[src/rtl/riscv_pkg.sv]
// Shared RV32I front-end types: fetch queue entry, XLEN and the canonical NOP.
// The misaligned field exists only when FETCH_MISALIGN_TRAP_EN is defined.
package riscv_pkg;

    localparam int          XLEN = 32;
    localparam logic [31:0] NOP  = 32'h0000_0013;

    typedef struct packed {
        logic [XLEN-1:0] pc;
        logic [XLEN-1:0] instr;
`ifdef FETCH_MISALIGN_TRAP_EN
        logic            misaligned;
`endif
    } fetch_entry_t;

endpackage

[src/rtl/fetch_fifo.sv]
// Two-entry register queue of fetch entries; slot 0 is always the head.
// Flush wins over push/pop; push and pop together when full keeps the count at 2.
module fetch_fifo
    import riscv_pkg::*;
(
    input  logic         clk,
    input  logic         rst_n,
    input  logic         push,
    input  logic         pop,
    input  logic         flush,
    input  fetch_entry_t wr_entry,
    output logic [1:0]   count,
    output fetch_entry_t head
);

    fetch_entry_t slot0_q, slot0_d;
    fetch_entry_t slot1_q, slot1_d;
    logic [1:0]   count_q, count_d;

    always_comb begin
        slot0_d = slot0_q;
        slot1_d = slot1_q;
        count_d = count_q;
        if (flush) begin
            count_d = 2'd0;
        end else if (push && pop && count_q != 2'd0) begin
            if (count_q == 2'd1) begin
                slot0_d = wr_entry;
            end else begin
                slot0_d = slot1_q;
                slot1_d = wr_entry;
            end
        end else if (push && count_q != 2'd2) begin
            if (count_q == 2'd0) begin
                slot0_d = wr_entry;
            end else begin
                slot1_d = wr_entry;
            end
            count_d = count_q + 2'd1;
        end else if (pop && count_q != 2'd0) begin
            slot0_d = slot1_q;
            count_d = count_q - 2'd1;
        end
    end

    always_ff @(posedge clk or negedge rst_n) begin
        if (!rst_n) begin
            slot0_q <= '0;
            slot1_q <= '0;
            count_q <= 2'd0;
        end else begin
            slot0_q <= slot0_d;
            slot1_q <= slot1_d;
            count_q <= count_d;
        end
    end

    assign count = count_q;
    assign head  = slot0_q;

endmodule

[src/rtl/instr_fetch_unit.sv]
// Instruction fetch front end: PC register, Instruction_Memory read port, 2-entry queue.
// FETCH_MISALIGN_TRAP_EN adds the misaligned-redirect trap entry and sticky halt.
module instr_fetch_unit
    import riscv_pkg::*;
#(
    parameter logic [XLEN-1:0] RESET_PC = 32'h0000_0000,
    parameter int              DEPTH    = 2
) (
    input  logic            clk,
    input  logic            rst_n,
    output logic [XLEN-1:0] imem_addr,
    input  logic [XLEN-1:0] imem_instr,
    input  logic            redirect_valid,
    input  logic [XLEN-1:0] redirect_pc,
`ifdef FETCH_MISALIGN_TRAP_EN
    output logic            if_misaligned,
`endif
    output logic            if_valid,
    input  logic            if_ready,
    output logic [XLEN-1:0] if_instr,
    output logic [XLEN-1:0] if_pc
);

    // Decode handshake: the head transfers on a clock edge where if_valid && if_ready
    // and no redirect is present; a head shown during a redirect cycle is killed.
    logic [XLEN-1:0] pc_q, pc_d;
    logic            push, pop, flush;
    logic [1:0]      count;
    fetch_entry_t    wr_entry, head;

`ifdef FETCH_MISALIGN_TRAP_EN
    logic halt_q, halt_d;
    logic trap_pend_q, trap_pend_d;
`endif

    always_comb begin
        pc_d     = pc_q;
        flush    = redirect_valid;
        pop      = if_valid && if_ready && !redirect_valid;
        wr_entry.pc = pc_q;
`ifdef FETCH_MISALIGN_TRAP_EN
        halt_d      = halt_q;
        trap_pend_d = trap_pend_q;
        push = !redirect_valid && (!halt_q || trap_pend_q) && (int'(count) < DEPTH || pop);
        wr_entry.instr      = trap_pend_q ? NOP : imem_instr;
        wr_entry.misaligned = trap_pend_q;
        if (redirect_valid) begin
            if (redirect_pc[1:0] != 2'b00) begin
                // Keep the unmasked target so the trap entry reports it exactly.
                pc_d        = redirect_pc;
                halt_d      = 1'b1;
                trap_pend_d = 1'b1;
            end else begin
                pc_d        = redirect_pc;
                halt_d      = 1'b0;
                trap_pend_d = 1'b0;
            end
        end else if (push) begin
            if (trap_pend_q) begin
                trap_pend_d = 1'b0;
            end else begin
                pc_d = pc_q + 32'd4;
            end
        end
`else
        push = !redirect_valid && (int'(count) < DEPTH || pop);
        wr_entry.instr = imem_instr;
        if (redirect_valid) begin
            pc_d = {redirect_pc[XLEN-1:2], 2'b00};
        end else if (push) begin
            pc_d = pc_q + 32'd4;
        end
`endif
    end

    always_ff @(posedge clk or negedge rst_n) begin
        if (!rst_n) begin
            pc_q <= RESET_PC;
`ifdef FETCH_MISALIGN_TRAP_EN
            halt_q      <= 1'b0;
            trap_pend_q <= 1'b0;
`endif
        end else begin
            pc_q <= pc_d;
`ifdef FETCH_MISALIGN_TRAP_EN
            halt_q      <= halt_d;
            trap_pend_q <= trap_pend_d;
`endif
        end
    end

    fetch_fifo u_fifo (
        .clk      (clk),
        .rst_n    (rst_n),
        .push     (push),
        .pop      (pop),
        .flush    (flush),
        .wr_entry (wr_entry),
        .count    (count),
        .head     (head)
    );

    assign imem_addr = pc_q;
    assign if_valid  = (count != 2'd0);
    assign if_instr  = head.instr;
    assign if_pc     = head.pc;
`ifdef FETCH_MISALIGN_TRAP_EN
    assign if_misaligned = head.misaligned;
`endif

endmodule

[config.mk]
export PLATFORM = sky130hd
export DESIGN_NAME = instr_fetch_unit
export DESIGN_NICKNAME = d
export VERILOG_FILES = /design/src/rtl/riscv_pkg.sv /design/src/rtl/fetch_fifo.sv /design/src/rtl/instr_fetch_unit.sv
export SDC_FILE = /design/constraint.sdc
export NUM_CORES = 1
export LEC_CHECK = 0
export CAP_MARGIN = 20
export CORE_ASPECT_RATIO = 0.75
export CORE_MARGIN = 5
export CORE_UTILIZATION = 45
export CTS_CLUSTER_DIAMETER = 100
export CTS_CLUSTER_SIZE = 28
export DETAILED_ROUTE_END_ITERATION = 6
export PLACE_DENSITY = 0.76
export SYNTH_ARGS = -nofsm -noshare
export SYNTH_HDL_FRONTEND = slang
export SYNTH_SLANG_ARGS = --single-unit
[constraint.sdc]
create_clock -name clk -period 2.29 [get_ports clk]
set_input_delay 0.229 -clock clk [delete_from_list [all_inputs] [get_ports clk]]
set_output_delay 0.229 -clock clk [all_outputs]
set_load 0.03 [all_outputs]
# Word-level counts from Yosys, hierarchy flattened
# Index checks and enable logic that the tools add are counted.
dict set report totals {
  register_bits 162
  latch_bits 0
  ram_bits 0
  rom_bits 0
  in_bits 68
  wordCells 50
  mem_count 0
}
dict set report classes {
  n_addsub 3
  multipliers 0
  n_div 0
  order_cmp 1
  n_eq_ne 6
  shifts 0
  mux 15
  n_bitwise 1
  n_reduce_logical 18
}
# cell count
set ops {}
lappend ops {{$mux W64} 9}
lappend ops {{$mux W32} 2}
lappend ops {{$add A32 B3 Y32 const B} 1}
lappend ops {{$mux W2} 4}
lappend ops {{$logic_and A1 B1 Y1} 7}
lappend ops {{$ne A2 B2 Y1 const B} 3}
lappend ops {{$reduce_bool A2 Y1} 3}
lappend ops {{$reduce_bool A3 Y1} 2}
lappend ops {{$reduce_and A4 Y1} 1}
lappend ops {{$ne A3 B2 Y1 const B} 1}
lappend ops {{$reduce_and A3 Y1} 1}
lappend ops {{$add A2 B1 Y2 const B} 1}
lappend ops {{$eq A2 B1 Y1 const B} 1}
lappend ops {{$logic_not A2 Y1} 1}
lappend ops {{$lt A2 B2 Y1 const B} 1}
lappend ops {{$ne A2 B1 Y1 const B} 1}
lappend ops {{$reduce_and A2 Y1} 1}
lappend ops {{$sub A2 B1 Y2 const B} 1}
lappend ops {{$logic_not A1 Y1} 1}
lappend ops {{$logic_or A1 B1 Y1} 1}
lappend ops {{$not A1 Y1} 1}

# Longest topological paths before layout
# Gate-level depths: netlist of run 1.
dict set report depth {
  word_depth 9
  mapped_depth 9
  mapped_depth_nobuf 7
}

# Cells and area by module
# From an unflattened synthesis of run 1, not the netlist that was laid out.
dict set report unflattened {
  hier_cells 894
  hier_area_um2 9017.4
}
# mod instances cells_each area_per_inst_um2
set by_module_without_submodules {}
lappend by_module_without_submodules {fetch_fifo 1 659 7018.0}
lappend by_module_without_submodules {instr_fetch_unit 1 235 1999.4}

# Least setup slack after synthesis of run 1
# No wires, ideal clock.
dict set report synth_path {
  kind {register to register}
  start {register u_fifo.count_q[1], in the netlist u_fifo.count[1]}
  end {register u_fifo.slot1_q[10] (netlist name)}
  setup_ps 125
  arrival_time_ps 2036
  required_ps 2165
  setup_slack_ps 129
  path_stages_with_launch 9
  path_buffers 2
  period_less_slack_ps 2161
  cell_sequence {dfrtp_1 -> inv_1 -> ha_1 -> nand2b_1 -> nand2_1 -> a211o_1 -> buf_6 -> buf_6 -> mux2_4}
}
dict set report synth_between {
  elab_chain_cells 9
}
# element line_no
set synth_rtl {}
lappend synth_rtl {{start: declaration} fetch_fifo.sv:18} ;# logic [1:0] count_q, count_d;
lappend synth_rtl {{start signal: assignment} fetch_fifo.sv:54} ;# count_q <= count_d;
lappend synth_rtl {{$reduce_bool A2 Y1} {fetch_fifo.sv:26, instr_fetch_unit.sv:104}}
lappend synth_rtl {{$logic_and A1 B1 Y1 (2 in series)} instr_fetch_unit.sv:39} ;# pop = if_valid && if_ready && !redirect_valid;
lappend synth_rtl {{$logic_or A1 B1 Y1} instr_fetch_unit.sv:66} ;# push = !redirect_valid && (int'(count) < DEPTH || pop);
lappend synth_rtl {{$logic_and A1 B1 Y1} instr_fetch_unit.sv:66}
lappend synth_rtl {{$logic_and A1 B1 Y1 (2 in series)} fetch_fifo.sv:26} ;# end else if (push && pop && count_q != 2'd0) begin
lappend synth_rtl {{$ne A2 B2 Y1 (no source line), or another cell as far along} n/a}
lappend synth_rtl {{$reduce_and A4 Y1 (no source line)} n/a}
lappend synth_rtl {{end signal: assignment} fetch_fifo.sv:53} ;# slot1_q <= slot1_d;
lappend synth_rtl {{end: declaration} fetch_fifo.sv:17} ;# fetch_entry_t slot1_q, slot1_d;
# Parallel ways exist; a longest one is shown, timed or not.
# A chain may end at the register's enable or synchronous reset.

# Worst setup path after layout of run 1
dict set report layout_path {
  start {register u_fifo.count_q[0], in the netlist u_fifo.count[0]}
  end {register u_fifo.slot1_q[23] (netlist name)}
}
# Same word-level chain as after synthesis.

==> results of run 1 <==
-- layout make-up --
class                      count  share of cell area (%)
timing repair buffer         184                    19.5
tap                          205                    2.66
clock inverter                10                   0.923
clock buffer                  22                    4.92
multi-input combinational    426                    31.0
sequential                   156                    40.5
inverter                      11                   0.429
-- logic make-up after synthesis --
| logic type | Yosys count |
|---|---|
| other cells | 1 |
| compound gates | 122 |
| flops | 156 |
| xor+xnor | 28 |
| buf+inv | 53 |
| fa+ha+maj | 5 |
| simple gates | 159 |
| mux | 108 |
-- worst max path at each step --
| stage | slack [ns] | end | cells after the start | from |
|---|---|---|---|---|
| floorplan | 0.13 | u_fifo.slot1_q[10] | 8 | u_fifo.count[1] |
| global placement | 0.20 | u_fifo.slot1_q[23] | 7 | u_fifo.count[0] |
| detailed placement | 0.12 | u_fifo.head[37] | 9 | u_fifo.count[0] |
| CTS | 0.10 | if_valid | 4 | u_fifo.count[1] |
| global route | -0.01 | u_fifo.head[37] | 9 | u_fifo.count[0] |
| finish | 0.11 | u_fifo.slot1_q[23] | 7 | u_fifo.count[0] |
-- sequential cells by signal (all words and copies together), names as in the netlist --
register and cells:
u_fifo.head 62, u_fifo.slot1_q 62, imem_addr 30, u_fifo.count 2
-- cell usage after synthesis --
| cell type | number |
|---|---|
| nand2b_1 | 3 |
| dfrtp_1 | 156 |
| nand4_1 | 4 |
| nand4_2 | 1 |
| nand2_1 | 44 |
| buf_1 | 3 |
| mux2i_1 | 49 |
| a211oi_1 | 1 |
| xor2_1 | 7 |
| xnor2_1 | 21 |
| o211a_1 | 1 |
| o221ai_1 | 3 |
| nor2b_2 | 1 |
| mux2_2 | 39 |
| nor4_1 | 2 |
| inv_1 | 11 |
| nor2_1 | 68 |
| and2_1 | 2 |
| o31a_1 | 1 |
| and4_2 | 1 |
| and3_1 | 7 |
| or3_1 | 1 |
| o21ai_1 | 1 |
| conb_1 | 1 |
| a211o_1 | 1 |
| o21ai_0 | 34 |
| and4_1 | 2 |
| nor4_2 | 1 |
| nor3_1 | 12 |
| o211ai_4 | 1 |
| ha_1 | 5 |
| buf_4 | 5 |
| buf_6 | 5 |
| buf_2 | 16 |
| nor3b_1 | 1 |
| nand3_1 | 8 |
| o211ai_1 | 2 |
| clkbuf_1 | 13 |
| mux2_4 | 20 |
| a21o_1 | 2 |
| a22oi_1 | 11 |
| a21oi_1 | 64 |
| nand3b_1 | 1 |
-- per-layer routing --
metal	GRT usage, %	vias up
met4	5.52	0
met2	32.2	164
met5	0	-
met3	5.00	20
met1	26.7	2666
li1	-	2518
-- critical path, delay by kind of cell (launching register included) --
family	cells	cell delay, ns
AO/OA/AOI/OAI	1	0.35
multiplexers	1	0.33
buffers and inverters	2	0.41
AND/OR/NAND/NOR	2	0.32
flip-flops	1	0.38
adder cells (fa/ha/maj)	1	0.26
-- through the flow --
step                      hold WS, ns  cells  utilization, %  cell area, um^2
after floorplan               -0.0666    635               -             7140
after global placement          0.234    981            58.9             9050
after detailed placement        0.240    981            58.9             9050
after CTS                       0.224   1014            62.6             9630
after global routing            0.242   1014            62.6             9630
final                           0.244   1014            62.6             9630
-- cell usage in the layout (no fill, tap or decap), types with 2 or more instances in the layout --
master and n:
a21o_1 2, a21oi_1 63, a22oi_1 11, and2_1 2, and3_1 7, and4_1 2, buf_12 8, buf_4 17
clkbuf_1 2, clkbuf_16 17, clkbuf_8 3, clkdlybuf4s50_1 156, clkinv_2 4, clkinvlp_4 4, conb_1 4, dfrtp_1 156
ha_1 4, inv_1 11, mux2_2 39, mux2_4 20, mux2i_1 49, nand2_1 44, nand2b_1 3, nand3_1 8
nand4_1 4, nor2_1 67, nor3_1 12, nor4_1 2, o211ai_1 2, o21ai_0 34, o221ai_1 3, xnor2_1 21
xor2_1 7
-- report_power, final --
group	total (W)	switching [W]	internal, W
combinational	0.00667	0.00360	0.00307
sequential	0.00472	0.000732	0.00399
clock	0.00268	0.00111	0.00158
-- what timing repair did --
action	4_1_cts	5_1_grt
endpoints found under the hold margin	55	0
gates resized for setup	0	1
hold buffers	1	0
endpoints found under the setup margin	0	16
==> flow_summary.yaml, run 1 <==
critical_path:
  cpMaxStageDelayCell: "dfrtp_1"
  r2r-end: "u_fifo.slot1_q[23]"
  crit_chain: "inv_1 > ha_2 > nand2b_1 > nand2_1 > a211o_4 > buf_4 > mux2_4"
  r2r_setup_slack_ns: 0.11
  crit_arrival_ns: 2.48
  critical_path.startpoint_type: "flip-flop"
  cp_slowest_stage_delay_ns: 0.38
  critical_path_class: "reg -> reg"
  critPathRequiredTime_ns: 2.59
  reg2regPathDepth: 7
  worstReg2RegStart: "u_fifo.count[0]"
  worst_setup_path_end_kind: "flip-flop"
  crit_path_max_fanout: 25
detailed_routing:
  first_pass_iters: 5
  met3_wirelength_um: 1110
  detail_route.drc_violations: 0
  wl_per_cell_um: 17.8
  drt-initial-drc-count: 315
  wl_um: 18000
  route.detailed.vias_per_inst: 5.29
  met2RoutedLength_um: 8540
  via_count: 5368
  highest-signal-layer: "met4"
  wl_met1_um: 8080
  drtAntennaViolNets: 0
logic_synthesis:
  synth_top_family_by_area: "multiplexers"
  netlist.area_leader.share_pct: 54.8
  share_of_the_yosys_chip_area_belonging_to_registers_pct: 54.8
  post_synth.cell_area_avg_um2: 11.3
  post-synth-top-area-cell: "dfrtp_1"
  synth.cell_area_um2: 7130
  synth-compound-area-share_pct: 9.69
  total_number_of_yosys_warnings: 0
  synth_xor_area_share_pct: 3.44
  postSynthCellCount: 632
  yosys.area_share.adder_pct: 0.878
  synth.lib_cells_used.distinct: 43
  synth.area.mux_share_pct: 17.3
  top_cells_by_area_synth: "dfrtp_1, mux2i_1, mux2_2, a21oi_1, mux2_4"
  synth.ff_latch_count: 156
  synth_area_in_simple_gates_pct: 10.0
placed_design:
  io_buffer_count: 158
  place_congestion: 0.859
  dp_hpwl_um: 12500
  placement.setup.worst_slack_ns: 0.122
layout:
  num-fill-cells: 1179
  finalNetCount: 869
  synth_to_layout_area_growth_pct: 35.1
  regArea_um2: 3900
  area_of_the_multi_input_gates_um2: 2990
  post_route_cells_drive_above_1_share_pct: 15.5
  antenna_cells: 0
global_route:
  initial_antenna_violation_count: 0
  grt_start_max_net_pins: 75
  grt_first_pass_wirelength_um: 29500
  grt_use_total_pct: 19.8
  grt-ovfl-total: 0
  first_global_vias: 5621
clocking:
  cts-buffers-inserted: 17
  cts.htree.levels: 4
  path_clk_slew_ns: 0.06
  clock_latency_ns: 0.42
  clockRootBuffer: "clkbuf_16"
  clockBufferDepth: 2
  postCtsSetupBuffers: 0
  clock_tree_from_tritoncts: "built"
  numClockSinks: 156
worst_hold_path:
  hold_class: "in -> reg"
  worst_hold_path.num_cells: 3
  end_point_of_the_most_critical_hold_path: "imem_addr[2]"
  hp-start: "redirect_valid"
floorplan:
  die_w_um: 155
  number_of_cell_rows: 39
  core-area_um2: 15400
  io_pins: 165
  floorplan.initialDensity_pct: 46.4
  die-height_um: 119
  design.die.area_um2: 18500
timing:
  worst_slew_margin_rel_pct: 63.4
  fmax_mhz: 459
  finalCritPeriodShare_pct: 95.2
  final_critical_path_setup_slack_ns: 0.109
  finalClockSkew_ns: 0.0105
  fin_crit_ns: 2.18
  setup_viol: 0
  totalNegativeSetupSlack_ns: 0
  transition_time_at_the_pin_with_the_least_slew_margin_ns: 0.550
  final_max_slew_viol_count: 0
  finalHoldViolCount: 0
power:
  power.density_cell_area_nw_per_um2: 1460
  peak_supply_drop_mv: 0.685
  total_power_w: 0.0141
  p_leak_nw: 4.16
status:
  outcome: "completed"
flow_run:
  drv_cap: 0
Note: power is estimated with default switching activity, not from simulation.
==> run 2, diff against run 1 <==
Settings changed: CORE_ASPECT_RATIO 0.75 to unset, CORE_UTILIZATION 45 to 47, CTS_BUF_LIST set to sky130_fd_sc_hd__clkbuf_4, PLACE_DENSITY 0.76 to 0.79.
==> run 2 against run 1 <==
Global-route usage is 0.077 points higher. Power fell by 5.1%. Sequential power about the same. Die area fell by 4.1%. Cell area is 2.0% lower. Fmax down 0.90%. Hold slack got worse by 0.097 ns. Via count fell by 0.37%. Non-clock buffer count is 5 higher. Worst setup slack got worse by 0.020 ns. Largest cell class unchanged.
==> flow_summary.yaml, run 2 (synthesis gave the netlist of run 1 again) <==
global_route:
  first_global_vias: 5598
  grt_use_total_pct: 19.9
  grt_first_pass_wirelength_um: 28500
  initial_antenna_violation_count: 1
  grt_start_max_net_pins: 60
  grt-ovfl-total: 0
clocking:
  cts-buffers-inserted: 17
  numClockSinks: 156
  path_clk_slew_ns: 0.14
  clockRootBuffer: "clkbuf_4"
  cts.htree.levels: 4
  clock_latency_ns: 0.55
  clockBufferDepth: 2
  clock_tree_from_tritoncts: "built"
detailed_routing:
  wl_um: 17600
  via_count: 5348
  detail_route.drc_violations: 0
  route.detailed.vias_per_inst: 5.34
  wl_per_cell_um: 17.6
  drtAntennaViolNets: 0
  first_pass_iters: 4
  drt-initial-drc-count: 263
critical_path:
  reg2regPathDepth: 10
  critical_path_buf_inv_count: 4
  cpMaxStageDelayCell: "dfrtp_1"
  crit_path_max_fanout: 13
  r2r_setup_slack_ns: 0.09
  worst_setup_path_end_kind: "flip-flop"
  crit_arrival_ns: 2.63
  crit_chain: "inv_1 > ha_2 > nand2b_1 > nand2_1 > buf_4 > a21oi_4 > buf_12 > clkbuf_16 > mux2i_1 > a21oi_1"
  critical_path_class: "reg -> reg"
  cp_slowest_stage_delay_ns: 0.45
  worstReg2RegStart: "u_fifo.count[1]"
  r2r-end: "u_fifo.head[51]"
  critical_path.startpoint_type: "flip-flop"
  family_with_the_most_delay_on_the_worst_path: "buffers and inverters"
  critPathRequiredTime_ns: 2.72
floorplan:
  die-height_um: 133
  number_of_cell_rows: 45
  io_pins: 165
  floorplan.initialDensity_pct: 47.4
  core-area_um2: 15000
  design.die.area_um2: 17700
  die_w_um: 133
layout:
  final_cell_mix: "dfrtp_1, clkdlybuf4s50_1, nor2_1"
  post_route_cells_drive_above_1_share_pct: 15.7
  finalNonFillerCells: 1002
  finalNetCount: 874
  synth_to_layout_area_growth_pct: 32.4
  final_core_utilization_pct: 62.8
  most_common_library_cell_in_the_layout_ignoring_fill_and_taps: "dfrtp_1"
  antenna_cells: 0
  num-fill-cells: 1176
placed_design:
  dp_hpwl_um: 12200
  place_congestion: 0.789
  placement.setup.worst_slack_ns: 0.0235
  place_inst: 964
  io_buffer_count: 158
timing:
  setup_viol: 0
  fin_crit_ns: 2.20
  finalClockSkew_ns: 0.0222
  finalCritPeriodShare_pct: 96.1
  final_critical_path_setup_slack_ns: 0.0895
  totalNegativeSetupSlack_ns: 0
  finalHoldViolCount: 0
  fmax_mhz: 454
  final_max_slew_viol_count: 0
flow_run:
  drv_cap: 0
worst_hold_path:
  hold_class: "in -> async"
power:
  netSwitchingFraction_pct: 39.9
  power.density_cell_area_nw_per_um2: 1410
  peak_supply_drop_mv: 0.869
  relative_contribution_of_the_clock_network_to_total_power_pct: 13.6
  pwr-share-seq_pct: 35.2
  power.internal_w: 0.00803
  switchingPower_w: 0.00532
  power.share.combinational_pct: 51.2
  p_leak_nw: 4.09
status:
  outcome: "completed"
## run 2: changes by cell type in the layout (fill, tap and decap cells not counted), moves of 2 or more
cell | before | now
clkbuf_4 | 0 | 18
clkbuf_16 | 17 | 2
bufinv_16 | 1 | 4
clkbuf_1 | 2 | 0
clkbuf_8 | 3 | 0
clkinv_1 | 0 | 4
clkinv_2 | 4 | 2
## run 2: worst max-delay path by stage
| stage | slack, ns | endpoint | cells past startpoint | startpoint |
|---|---|---|---|---|
| floorplan | 0.13 | u_fifo.slot1_q[10] | 8 | u_fifo.count[1] |
| global placement | 0.14 | u_fifo.slot1_q[10] | 7 | u_fifo.count[0] |
| detailed placement | 0.02 | u_fifo.slot1_q[21] | 7 | u_fifo.count[0] |
| CTS | 0.06 | u_fifo.slot1_q[15] | 7 | u_fifo.count[0] |
| global route | -0.02 | u_fifo.head[37] | 10 | u_fifo.count[1] |
| finish | 0.09 | u_fifo.head[51] | 10 | u_fifo.count[1] |
## run 2: repair_timing
item	CTS	global route
cloned	0	2
setup endpoints to repair	14	53
resized for setup	1	3
pin swaps	1	1
hold buffers	2	0
hold endpoints to repair	157	0
setup buffers	1	1
## run 2: layer usage
layer | vias up | global-route usage, % | share of wire [%]
met2 | 168 | 32.3 | 48
li1 | 2535 | - | -
met3 | 29 | 5.44 | 6.2
met5 | - | 0 | 0.074
met1 | 2614 | 26.2 | 44
met4 | 2 | 6.51 | 1.7
## run 2: power groups by stage
stage,logic [W],clock network (W),registers [W]
CTS,0.00673,0.00187,0.00469
finish,0.00684,0.00181,0.00470
detailed placement,0.00669,0,0.00474
global placement,0.00648,0,0.00467
floorplan,0.00311,0,0.00583
global route,0.00735,0.00196,0.00486
## run 2: layout make-up
cell class | instances | area, um^2 | area share [%]
clock buffer | 18 | 135 | 1.43
inverter | 11 | 41.3 | 0.438
tap | 188 | 235 | 2.49
multi-input combinational | 426 | 2990 | 31.7
clock inverter | 14 | 176 | 1.87
timing repair buffer | 189 | 1950 | 20.7
sequential | 156 | 3900 | 41.4
## run 2: per-stage QoR
step / hold slack [ns] / area, um^2 / power [W]
floorplan: -0.0666 / 7140 / 0.00894
global placement: 0.167 / 9020 / 0.0112
detailed placement: 0.176 / 9020 / 0.0114
CTS: 0.0995 / 9360 / 0.0133
global route: 0.139 / 9430 / 0.0142
finish: 0.147 / 9430 / 0.0133
## run 2: worst reg2reg max path: cells and delay by family (launching register included)
kind / cells / cell delay [ns]
buffers and inverters: 4 / 0.61
DFF: 1 / 0.45
and+or+nand+nor: 2 / 0.35
AOI/OAI and AO/OA: 2 / 0.26
adders and majority gates: 1 / 0.22
muxes: 1 / 0.22
==> run 3, diff against run 2 <==
Settings changed: ABC_CLOCK_PERIOD_IN_PS set to 2290.
==> results of run 3 <==
Same layout as run 2: the final DEF is identical, and so are final timing and power.
